[src/rtl/ctrl_pkg.sv]
// rtl/ctrl_pkg.sv - shared encodings for the multi-cycle control FSM
package ctrl_pkg;

  typedef enum logic [2:0] {
    S_FETCH, S_DECODE, S_EXEC, S_MEM, S_WB, S_HALT
  } state_t;

  localparam logic [6:0] OP_R      = 7'b0110011;
  localparam logic [6:0] OP_I      = 7'b0010011;
  localparam logic [6:0] OP_LOAD   = 7'b0000011;
  localparam logic [6:0] OP_STORE  = 7'b0100011;
  localparam logic [6:0] OP_BRANCH = 7'b1100011;
  localparam logic [6:0] OP_JAL    = 7'b1101111;
  localparam logic [6:0] OP_JALR   = 7'b1100111;
  localparam logic [6:0] OP_LUI    = 7'b0110111;
  localparam logic [6:0] OP_AUIPC  = 7'b0010111;
  localparam logic [6:0] OP_SYSTEM = 7'b1110011;

  typedef enum logic [3:0] {
    C_R, C_I, C_LOAD, C_STORE, C_BRANCH, C_JAL, C_JALR,
    C_LUI, C_AUIPC, C_SYSTEM, C_ILLEGAL
  } iclass_t;

  localparam logic [1:0] ASEL_RS1  = 2'd0;
  localparam logic [1:0] ASEL_PC   = 2'd1;
  localparam logic [1:0] ASEL_ZERO = 2'd2;

  localparam logic [1:0] ALU_ADD   = 2'd0;
  localparam logic [1:0] ALU_SUB   = 2'd1;
  localparam logic [1:0] ALU_FUNCT = 2'd2;

  localparam logic [1:0] WB_ALU = 2'd0;
  localparam logic [1:0] WB_MEM = 2'd1;
  localparam logic [1:0] WB_PC4 = 2'd2;

  localparam logic [1:0] PC_PLUS4 = 2'd0;
  localparam logic [1:0] PC_IMM   = 2'd1;
  localparam logic [1:0] PC_ALU   = 2'd2;

endpackage

[src/rtl/inst_class_dec.sv]
// rtl/inst_class_dec.sv - opcode to instruction class mapping
module inst_class_dec
  import ctrl_pkg::*;
#(
  parameter bit SUPPORT_AUIPC_LUI = 1'b1
) (
  input  logic [6:0] opcode,
  output iclass_t    iclass,
  output logic       illegal
);

  always_comb begin
    iclass = C_ILLEGAL;
    case (opcode)
      OP_R:      iclass = C_R;
      OP_I:      iclass = C_I;
      OP_LOAD:   iclass = C_LOAD;
      OP_STORE:  iclass = C_STORE;
      OP_BRANCH: iclass = C_BRANCH;
      OP_JAL:    iclass = C_JAL;
      OP_JALR:   iclass = C_JALR;
      OP_LUI:    iclass = SUPPORT_AUIPC_LUI ? C_LUI : C_ILLEGAL;
      OP_AUIPC:  iclass = SUPPORT_AUIPC_LUI ? C_AUIPC : C_ILLEGAL;
      OP_SYSTEM: iclass = C_SYSTEM;
      default:   iclass = C_ILLEGAL;
    endcase
    illegal = (iclass == C_ILLEGAL);
  end

endmodule

[src/rtl/multicycle_ctrl.sv]
// rtl/multicycle_ctrl.sv - fetch/decode/exec/mem/wb sequencer for the femtoRV32 datapath
module multicycle_ctrl
  import ctrl_pkg::*;
#(
  parameter int unsigned CNT_W             = 32,
  parameter bit          SUPPORT_AUIPC_LUI = 1'b1
) (
  input  logic             clk,
  input  logic             rst,
  input  logic [6:0]       opcode,
  input  logic             mem_ready,
  input  logic             branch_taken,
  output logic             mem_req,
  output logic             mem_is_instr,
  output logic             mem_we,
  output logic             ir_we,
  output logic             imm_we,
  output logic [1:0]       alu_a_sel,
  output logic             alu_b_sel,
  output logic [1:0]       alu_op,
  output logic             rf_we,
  output logic [1:0]       wb_sel,
  output logic             pc_we,
  output logic [1:0]       pc_src,
  output logic             halted,
  output logic             illegal_inst,
  output logic [CNT_W-1:0] instret
);

  state_t           state;
  iclass_t          iclass;
  logic             illegal;
  logic             ill_q;
  logic [CNT_W-1:0] cnt;
  logic [1:0]       sel_a;
  logic             sel_b;
  logic [1:0]       sel_op;

  inst_class_dec #(.SUPPORT_AUIPC_LUI(SUPPORT_AUIPC_LUI)) u_dec (
    .opcode  (opcode),
    .iclass  (iclass),
    .illegal (illegal)
  );

  // ALU selects chosen in EXEC and held unchanged through MEM and WB
  always_comb begin
    sel_a  = ASEL_RS1;
    sel_b  = 1'b0;
    sel_op = ALU_ADD;
    case (iclass)
      C_R:              sel_op = ALU_FUNCT;
      C_I:              begin sel_b = 1'b1; sel_op = ALU_FUNCT; end
      C_LOAD, C_STORE:  sel_b = 1'b1;
      C_BRANCH:         sel_op = ALU_SUB;
      C_JAL, C_AUIPC:   begin sel_a = ASEL_PC; sel_b = 1'b1; end
      C_JALR:           sel_b = 1'b1;
      C_LUI:            begin sel_a = ASEL_ZERO; sel_b = 1'b1; end
      default:          ;
    endcase
  end

  always_comb begin
    mem_req      = 1'b0;
    mem_is_instr = 1'b0;
    mem_we       = 1'b0;
    ir_we        = 1'b0;
    imm_we       = 1'b0;
    alu_a_sel    = ASEL_RS1;
    alu_b_sel    = 1'b0;
    alu_op       = ALU_ADD;
    rf_we        = 1'b0;
    wb_sel       = WB_ALU;
    pc_we        = 1'b0;
    pc_src       = PC_PLUS4;
    halted       = 1'b0;
    if (!rst) begin
      case (state)
        S_FETCH: begin
          mem_req      = 1'b1;
          mem_is_instr = 1'b1;
          ir_we        = mem_ready;
        end
        S_DECODE: imm_we = 1'b1;
        S_EXEC: begin
          alu_a_sel = sel_a;
          alu_b_sel = sel_b;
          alu_op    = sel_op;
          if (iclass == C_BRANCH) begin
            pc_we  = 1'b1;
            pc_src = branch_taken ? PC_IMM : PC_PLUS4;
          end
        end
        S_MEM: begin
          mem_req   = 1'b1;
          mem_we    = (iclass == C_STORE);
          alu_a_sel = sel_a;
          alu_b_sel = sel_b;
          alu_op    = sel_op;
          pc_we     = mem_ready && (iclass == C_STORE);
        end
        S_WB: begin
          rf_we     = 1'b1;
          pc_we     = 1'b1;
          alu_a_sel = sel_a;
          alu_b_sel = sel_b;
          alu_op    = sel_op;
          case (iclass)
            C_LOAD:  wb_sel = WB_MEM;
            C_JAL:   begin wb_sel = WB_PC4; pc_src = PC_IMM; end
            C_JALR:  begin wb_sel = WB_PC4; pc_src = PC_ALU; end
            default: ;
          endcase
        end
        S_HALT: halted = 1'b1;
        default: ;
      endcase
    end
  end

  assign illegal_inst = ill_q & ~rst;
  assign instret      = rst ? '0 : cnt;

  always_ff @(posedge clk) begin
    if (rst) begin
      state <= S_FETCH;
      cnt   <= '0;
      ill_q <= 1'b0;
    end else begin
      // pc_we marks the final cycle of every instruction
      if (pc_we) cnt <= cnt + {{(CNT_W-1){1'b0}}, 1'b1};
      case (state)
        S_FETCH:  if (mem_ready) state <= S_DECODE;
        S_DECODE: begin
          if (iclass == C_SYSTEM) begin
            state <= S_HALT;
          end else if (illegal) begin
            state <= S_HALT;
            ill_q <= 1'b1;
          end else begin
            state <= S_EXEC;
          end
        end
        S_EXEC: begin
          case (iclass)
            C_BRANCH:        state <= S_FETCH;
            C_LOAD, C_STORE: state <= S_MEM;
            default:         state <= S_WB;
          endcase
        end
        S_MEM:    if (mem_ready) state <= (iclass == C_LOAD) ? S_WB : S_FETCH;
        S_WB:     state <= S_FETCH;
        S_HALT:   state <= S_HALT;
        default:  state <= S_FETCH;
      endcase
    end
  end

endmodule
[config.mk]
export PLATFORM = sky130hd
export DESIGN_NAME = multicycle_ctrl
export DESIGN_NICKNAME = d
export VERILOG_FILES = /design/src/rtl/ctrl_pkg.sv /design/src/rtl/inst_class_dec.sv /design/src/rtl/multicycle_ctrl.sv
export SDC_FILE = /design/constraint.sdc
export NUM_CORES = 1
export LEC_CHECK = 0
export ABC_CLOCK_PERIOD_IN_PS = 6690
export CAP_MARGIN = 15
export CELL_PAD_IN_SITES_DETAIL_PLACEMENT = 0
export CELL_PAD_IN_SITES_GLOBAL_PLACEMENT = 1
export CORE_MARGIN = 2
export CORE_UTILIZATION = 38
export DETAILED_ROUTE_END_ITERATION = 16
export PLACE_DENSITY = 0.95
export SLEW_MARGIN = 10
export SYNTH_ARGS = -nofsm -noshare
export SYNTH_HDL_FRONTEND = slang
export SYNTH_SLANG_ARGS = --single-unit
[constraint.sdc]
create_clock -name clk -period 6.69 [get_ports clk]
set_input_delay 1.338 -clock clk [delete_from_list [all_inputs] [get_ports clk]]
set_output_delay 1.338 -clock clk [all_outputs]
set_load 0.02 [all_outputs]
==> impl_metrics.py, run 1 <==
metrics = {
    "clocking": {
        "post_cts_buffers": 0,
        "htreeDepth": 2,
        "root_buffer": "clkbuf_8",
        "cts-buffers-inserted": 5,
        "worstSkewPairLatency_ps": 290,
        "cts_tree": "yes",
        "cts_resized": 0,
        "cts_hold_buf": 0,
        "clockBufferDepth": 2,
        "cts_num_sinks": 36,
        "cts.clk_slew.worst_paths_ps": 70,
    },
    "power": {
        "power_density_nw_per_um2": 136.1,
        "power.switching_uw": 107.9,
        "p_leak_uw": 0.001018,
        "ir_drop_v": 0.00009216,
        "combPwrFrac_pct": 11.7,
        "clkPwrFrac_pct": 37.2,
        "switching_share_pct": 25.19,
        "p_int_uw": 320.4,
        "total_power_uw": 428.2,
        "power_frac_seq_pct": 51.2,
    },
    "synthesis": {
        "syn_avg_cell_area_um2": 7.523,
        "ys_ff_latch": 36,
        "synthSimpleGateAreaFrac_pct": 39.15,
        "yosys.area_share.adder_pct": 0.5165,
        "synthFlopType": "dfxtp_1",
        "yosysWarnings": 0,
        "async_reset_ff_share_pct": 0,
        "synth_xor_area_share_pct": 2.893,
        "synth-seq-area-share_pct": 29.75,
        "synth-edff-count": 0,
        "synth_top_area_share_pct": 29.75,
        "synth_top_family_by_area": "simple AND/OR/NAND/NOR gates",
        "syn_area_um2": 2422,
        "synth_area_leaders": "dfxtp_1 30%, nor2b_1 8.8%, nor2_1 6.0%, a21oi_1 4.5%, mux2_2 3.7%",
        "syn_inst": 322,
        "synth_compound_area_share_pct": 18.96,
        "ys_types": 52,
        "yosysTopAreaCell": "dfxtp_1",
        "synth.mux.area_fraction_pct": 4.132,
        "syn_nets": 334,
    },
    "floorplan": {
        "die_area_um2": 7029,
        "coreArea_um2": 6241,
        "pin_count": 61,
        "rows": 29,
        "die-width_um": 83.84,
        "die_h_um": 83.84,
        "start_util_pct": 38.81,
    },
    "grt": {
        "grt.total_usage_pct": 17.93,
        "grt_overflow": 0,
        "grt_pass1_vias": 2266,
        "grt_pass1_wl_um": 10620,
        "antenna_found_initial": 0,
        "grt_max_degree": 68,
    },
    "sta": {
        "rsz0062_at_grt": "false",
        "postLayoutSetupSlackWorst_ps": 1704,
        "max_freq_mhz": 200.6,
        "hold_slack_ps": 492.9,
        "skew_ps": 5.074,
        "finalWorstPathRequiredPeriod_ps": 4986,
        "fin_setup_tns_ps": 0,
        "setup_viol": 0,
        "worst_slew_pin_slew_ps": 620.6,
        "drv_slew": 0,
        "fin_crit_sh_pct": 74.53,
        "hold_viol": 0,
        "slew_headroom_pct": 57.56,
    },
    "cells_and_area": {
        "nNetsFinal": 384,
        "final_cell_mix": "59 x clkdlybuf4s50_1, 39 x nor2_1, 36 x dfxtp_1, 34 x nor2b_1, 23 x nand2_1",
        "final_cells": 450,
        "fillers": 613,
        "drive_above_1_share_pct": 6.434,
        "layout_commonest_cell": "clkdlybuf4s50_1",
        "num_antenna_cells": 0,
        "syn_to_final_growth_pct": 29.86,
    },
    "placement": {
        "dp_cells": 442,
        "dp_slack_ps": 1741,
        "gp_congestion": 0.8255,
        "hpwl_um": 4396,
        "io_buffers": 60,
    },
    "worst_setup_path": {
        "rrSetupSlack_ps": 4250,
        "cp_max_fo": 20,
        "worstSetupStartpointType": "primary input",
        "path_cells": "clkdlybuf4s50_1 > nor2b_1 > inv_1 > o21ai_0 > nand4b_1 > a31oi_1 > clkdlybuf4s50_1",
        "critPathCaptureType": "output pin",
        "critPathMostFrequentCell": "clkdlybuf4s50_1",
        "arrival_ps": 3650,
        "required_ps": 5350,
        "startpoint": "opcode[6]",
        "max_stage_delay_ps": 850,
        "rr_startpoint": "state[1]",
        "cpMaxStageDelayCell": "clkdlybuf4s50_1",
        "critPathKind": "in -> out",
    },
    "route": {
        "dr.pass1.iters": 4,
        "vias": 2471,
        "wirelength_um": 6115,
        "drt_iter0_markers": 169,
        "wire_per_inst_um": 13.59,
        "via_per_inst": 5.491,
        "drcViolationCount": 0,
        "ant_nets": 0,
    },
    "run": {
        "cap_violations": 0,
    },
    "worst_hold_path": {
        "hold_start": "cnt[30]",
        "hp-class": "reg -> reg",
    },
    "outcome": {
        "outcome": "completed",
    },
}
power by group through the flow:
stage / combinational [uW] / clock, uW / sequential, uW
after floorplan: 33.7 / 0 / 222
after global placement: 49.1 / 0 / 224
after detailed placement: 49.8 / 0 / 224
after CTS: 49.9 / 162 / 219
after global routing: 54.7 / 173 / 219
final: 50.0 / 159 / 219
worst paths after layout:
kind | endpoint | depth (start not counted)
min | cnt[30] | 2
max reg2reg | cnt[22] | 5
min reg2reg | cnt[30] | 2
max | wb_sel[1] | 7
layer usage:
metal  global-route usage [%]  vias up  part of all wire (%)
li1                         -     1253                     -
met1                    24.38     1159                    47
met2                    28.00       47                    47
met3                    4.550       12                   3.9
met4                    5.425        0                   2.0
met5                        0        -                     0
logic make-up after synthesis:
family	count (synthesis)
flip-flops	36
adder cells (fa/ha/maj)	1
multiplexers	9
AND/OR/NAND/NOR	169
buffers and inverters	29
AO/OA/AOI/OAI	70
XOR/XNOR	8
sequential cells by signal, indices dropped and copies added, names as in the netlist:
name	flops
cnt	32
state	3
ill_q	1
synthesized netlist by cell type (2+ instances only):
library cell	count
a2111oi_0	4
a211oi_1	4
a21o_1	3
a21oi_1	22
a31oi_1	2
and2_1	3
and3_1	2
buf_1	2
buf_2	2
clkbuf_1	15
dfxtp_1	36
inv_1	10
mux2_2	8
nand2_1	23
nand2b_1	8
nand3_1	14
nand4_1	4
nand4b_1	2
nor2_1	39
nor2b_1	34
nor3_1	6
nor3b_1	4
nor4_1	7
o21ai_0	9
o21bai_1	5
o31ai_1	10
o41ai_1	2
or2_2	3
or4_1	10
xnor2_1	6
xor2_1	2
final cells by class:
| class | count | area, um^2 | share of cell area (%) |
|---|---|---|---|
| clock buffer | 8 | 90.09 | 2.864 |
| inverter | 10 | 37.54 | 1.193 |
| multi-input combinational | 257 | 1590 | 50.56 |
| sequential | 36 | 720.7 | 22.91 |
| tap | 77 | 96.34 | 3.063 |
| timing repair buffer | 62 | 610.6 | 19.41 |
critical path: cells and delay by family:
kind                   cells  cell delay (ps)
buffers and inverters      3             1540
AND/OR/NAND/NOR            2              440
AO/OA/AOI/OAI              2              330
per-stage QoR:
step | area, um^2 | util (%)
final | 3146 | 50.40
after detailed placement | 3055 | 48.96
after CTS | 3146 | 50.40
after global placement | 3055 | 48.96
after floorplan | 2422 | -
after global routing | 3146 | 50.40
Note: power is estimated with default switching activity, not from simulation.
==> run 2: changes to the inputs <==
- ABC_CLOCK_PERIOD_IN_PS: 6690 -> 4550
- CORE_UTILIZATION: 38 -> 32
- PLACE_DENSITY: 0.95 -> 0.88
- clock period: 6.69 -> 4.55 ns (I/O delays scaled with it)
==> run 2 against run 1 <==
First-iteration DRC count decreased by 3.0%. Critical endpoint unchanged. Sequential share of layout area fell by 0.32 points. Total power increased by 58%. Critical path type unchanged. Non-clock buffer count unchanged. Sequential cell count unchanged. Utilization fell by 6.6 points. Clock power up 76%. Largest power group unchanged.
==> impl_metrics.py, run 2 (synthesis gave the netlist of run 1 again) <==
metrics = {
    "outcome": {
        "outcome": "completed",
    },
    "cells_and_area": {
        "final_cells": 472,
        "syn_to_final_growth_pct": 31.71,
        "regMostFlops": "cnt",
        "num_antenna_cells": 0,
        "reg.largest.list": "cnt x32, state x3, ill_q x1",
        "largest_reg_flops": 32,
        "final_cell_mix": "59 x clkdlybuf4s50_1, 39 x nor2_1, 36 x dfxtp_1, 34 x nor2b_1, 23 x nand2_1",
        "nNetsFinal": 384,
        "layout_commonest_cell": "clkdlybuf4s50_1",
        "drive_above_1_share_pct": 6.702,
    },
    "grt": {
        "grt.total_usage_pct": 15.20,
        "grt_pass1_vias": 2270,
        "antenna_found_initial": 0,
        "grt_overflow": 0,
        "grt_pass1_wl_um": 10600,
        "grt_max_degree": 66,
    },
    "floorplan": {
        "die-width_um": 91.01,
        "coreArea_um2": 7292,
        "die_area_um2": 8282,
        "pin_count": 61,
        "start_util_pct": 33.22,
        "rows": 31,
        "die_h_um": 91.01,
    },
    "sta": {
        "setup_viol": 0,
        "postLayoutSetupSlackWorst_ps": 383.8,
        "drv_slew": 0,
        "worst_slew_pin_slew_ps": 636.8,
        "fin_crit_sh_pct": 91.56,
        "fin_setup_tns_ps": 0,
        "skew_ps": 8.745,
        "hold_slack_ps": 492.8,
        "rsz0062_at_grt": "false",
        "max_freq_mhz": 240.0,
        "slew_headroom_pct": 56.45,
        "finalWorstPathRequiredPeriod_ps": 4166,
        "hold_viol": 0,
    },
    "worst_setup_path": {
        "max_stage_delay_ps": 870,
        "reg2reg_depth": 5,
        "cp_max_fo": 20,
        "rrSetupSlack_ps": 2110,
        "critPathCaptureType": "output pin",
        "arrival_ps": 3260,
        "cp_top_family": "buffers and inverters",
        "path_cells": "clkdlybuf4s50_1 > nor2b_1 > o21ai_0 > o21ai_0 > nand4b_1 > a31oi_1 > clkdlybuf4s50_1",
        "critPathKind": "in -> out",
        "crit_buf_inv": 2,
        "cpMaxStageDelayCell": "clkdlybuf4s50_1",
        "r2r-end": "cnt[26]",
        "required_ps": 3640,
        "worstSetupStartpointType": "primary input",
        "rr_startpoint": "state[1]",
    },
    "run": {
        "cap_violations": 0,
    },
    "clocking": {
        "cts_num_sinks": 36,
        "worstSkewPairLatency_ps": 290,
        "cts_resized": 0,
        "cts.clk_slew.worst_paths_ps": 80,
        "root_buffer": "clkbuf_8",
        "cts_hold_buf": 0,
        "cts-buffers-inserted": 5,
        "post_cts_buffers": 0,
        "clockBufferDepth": 2,
        "htreeDepth": 2,
        "cts_tree": "yes",
    },
    "placement": {
        "dp_slack_ps": 443.8,
        "hpwl_um": 4490,
        "gp_congestion": 0.8107,
        "io_buffers": 60,
        "dp_cells": 464,
    },
    "route": {
        "wirelength_um": 6364,
        "ant_nets": 0,
        "drcViolationCount": 0,
        "vias": 2464,
        "drt_iter0_markers": 164,
        "wire_per_inst_um": 13.48,
        "via_per_inst": 5.220,
        "dr.pass1.iters": 4,
    },
    "worst_hold_path": {
        "hold_start": "cnt[29]",
        "hp-class": "reg -> reg",
        "worst_hold_path.num_cells": 2,
        "holdPathEnd": "cnt[29]",
    },
    "power": {
        "ir_drop_v": 0.0001303,
        "power_density_nw_per_um2": 211.8,
        "p_leak_uw": 0.001028,
        "total_power_uw": 675.8,
    },
}
run 2: worst max-delay path by stage:
stage,start,depth (start not counted),end
after floorplan,opcode[6],6,alu_b_sel
after global placement,opcode[6],6,alu_b_sel
after detailed placement,opcode[6],7,wb_sel[1]
after CTS,opcode[5],6,pc_we
after global routing,opcode[6],7,wb_sel[1]
final,opcode[6],7,wb_sel[1]
run 2: through the flow:
stage	instance area, um^2	utilization, %
finish	3191	43.75
CTS	3191	43.75
detailed placement	3083	42.28
global route	3191	43.75
global placement	3083	42.28
floorplan	2422	-
run 2: tightest hold or removal path: cells and delay by family, from the launching register on:
family / cells / cell delay (ps)
AO/OA/AOI/OAI: 2 / 110
flip-flops: 1 / 330
run 2: layout make-up:
type | count | area (um^2)
Clock buffer | 6 | 72.57
Clock inverter | 2 | 35.03
Timing Repair Buffer | 62 | 610.6
Multi-Input combinational cell | 257 | 1590
Tap cell | 99 | 123.9
Fill cell | 779 | 4101
Sequential cell | 36 | 720.7
Inverter | 10 | 37.54
run 2: where the power goes:
part	internal, uW	switching [uW]
clock	163	118
sequential	317	4.37
combinational	30.0	43.6
total	510	166
run 2: routing by layer:
| layer | part of all wire, % | GRT usage (%) |
|---|---|---|
| met3 | 3.3 | 2.490 |
| met5 | 0 | 0 |
| met4 | 1.5 | 5.177 |
| met2 | 47 | 24.38 |
| met1 | 48 | 20.68 |
==> run 3: changes to the inputs <==
- GPL_TIMING_DRIVEN: unset -> 0
==> run 3 against run 2 <==
Global-route usage grew 1.8 points. First-iteration DRC count shrank 24%. Critical path depth grew 1. Clock-buffer cell count grew 2. Clock power shrank 15%. Sequential share of layout area shrank 0.34 points. Largest power group unchanged. Highest routed layer unchanged.
==> impl_metrics.py, run 3 (synthesis gave the netlist of run 1 again) <==
metrics = {
    "floorplan": {
        "coreArea_um2": 7292,
        "die-width_um": 91.01,
        "pin_count": 61,
        "die_area_um2": 8282,
        "start_util_pct": 33.22,
        "die_h_um": 91.01,
        "rows": 31,
    },
    "cells_and_area": {
        "fin_area_um2": 3239,
        "regMostFlops": "cnt",
        "nNetsFinal": 401,
        "final_cell_mix": "60 x clkdlybuf4s50_1, 39 x nor2_1, 36 x dfxtp_1, 34 x nor2b_1, 23 x nand2_1",
        "reg.largest.list": "cnt x32, state x3, ill_q x1",
        "num_antenna_cells": 0,
        "drive_above_1_share_pct": 6.410,
        "syn_to_final_growth_pct": 33.73,
        "largest_reg_flops": 32,
        "final_cells": 489,
        "layout_commonest_cell": "clkdlybuf4s50_1",
    },
    "grt": {
        "antenna_found_initial": 0,
        "grt_overflow": 0,
        "grt_pass1_vias": 2446,
        "grt.total_usage_pct": 16.99,
        "grt_pass1_wl_um": 11700,
        "grt_max_degree": 11,
    },
    "power": {
        "p_leak_uw": 0.001043,
        "power_density_nw_per_um2": 198.2,
        "total_power_uw": 642.0,
        "ir_drop_v": 0.00009876,
    },
    "outcome": {
        "outcome": "completed",
    },
    "clocking": {
        "cts.clk_slew.worst_paths_ps": 70,
        "cts-buffers-inserted": 5,
        "clockBufferDepth": 2,
        "cts_hold_buf": 0,
        "cts_resized": 0,
        "cts_tree": "yes",
        "worstSkewPairLatency_ps": 290,
        "cts_num_sinks": 36,
        "htreeDepth": 2,
        "post_cts_buffers": 0,
        "root_buffer": "clkbuf_8",
    },
    "route": {
        "vias": 2542,
        "wirelength_um": 7043,
        "dr.pass1.iters": 5,
        "wire_per_inst_um": 14.40,
        "ant_nets": 0,
        "drt_iter0_markers": 125,
        "drcViolationCount": 0,
        "via_per_inst": 5.198,
    },
    "sta": {
        "fin_crit_sh_pct": 94.10,
        "max_freq_mhz": 233.6,
        "rsz0062_at_grt": "false",
        "setup_viol": 0,
        "hold_viol": 0,
        "worst_slew_pin_slew_ps": 893.5,
        "hold_slack_ps": 488.9,
        "finalWorstPathRequiredPeriod_ps": 4282,
        "skew_ps": 5.599,
        "drv_slew": 0,
        "slew_headroom_pct": 40.03,
        "fin_setup_tns_ps": 0,
    },
    "worst_hold_path": {
        "hp-class": "reg -> reg",
    },
    "worst_setup_path": {
        "path_cells": "clkdlybuf4s50_1 > clkbuf_1 > clkbuf_2 > nand3_1 > a21oi_1 > a21oi_1 > a2111oi_0 > clkdlybuf4s50_1",
        "arrival_ps": 3370,
        "max_stage_delay_ps": 680,
        "cp_max_fo": 10,
        "critPathKind": "in -> out",
        "cpMaxStageDelayCell": "clkdlybuf4s50_1",
        "worstSetupStartpointType": "primary input",
        "critPathCaptureType": "output pin",
        "required_ps": 3640,
    },
    "placement": {
        "gp_congestion": 0.8581,
        "io_buffers": 60,
        "dp_cells": 481,
        "hpwl_um": 5247,
        "placed_area_um2": 3147,
    },
    "run": {
        "cap_violations": 0,
    },
}
-- run 3: cell types whose count changed in the layout (fill, tap and decap cells not counted) --
cell	delta
buf_4	-2
clkbuf_2	+2
buf_1	+2
clkinv_2	-1
clkbuf_1	+14
clkdlybuf4s50_1	+1
bufinv_16	-1
clkbuf_8	+1
buf_2	+1
-- run 3: per-stage QoR --
stage,setup slack (ps),util (%)
2_1_floorplan,828.5,-
3_3_place_gp,101.9,43.15
3_5_place_dp,151.5,43.15
4_1_cts,142.5,44.39
5_1_grt,55.14,44.42
6_report,268.3,44.42
-- run 3: where the power goes --
group | switching (uW) | leakage, uW | internal [uW]
clock network | 116 | 0.0000455 | 124
registers | 1.97 | 0.000290 | 317
logic | 50.5 | 0.000707 | 32.9
-- run 3: worst paths after layout --
| check | from | to | slack [ps] | depth (start not counted) |
|---|---|---|---|---|
| worst max-delay path | opcode[6] | alu_b_sel | 270 | 8 |
| worst min register to register | cnt[30] | cnt[30] | 490 | 2 |
| worst max register to register | state[1] | cnt[20] | 1980 | 7 |
| worst min-delay path | cnt[30] | cnt[30] | 490 | 2 |
-- run 3: final cells by class --
class	count	area [um^2]
multi-input combinational	257	1590
inverter	10	37.54
tap	99	123.9
timing repair buffer	60	600.6
sequential	36	720.7
buffer	19	76.32
fill	776	4053
clock buffer	8	90.09
-- run 3: per-layer routing --
layer  vias to the layer above  track usage (%)  wire, um
met5                         -                0         0
met4                         0            3.157        44
met3                         4            2.822       213
met2                        45            28.40      3333
met1                      1197            23.23      3451
li1                       1296                -         -
-- run 3: worst max-delay path, delay by kind of cell --
kind / cells / cell delay, ps
simple gates: 1 / 90
compound gates: 3 / 560
buf+inv: 4 / 1790
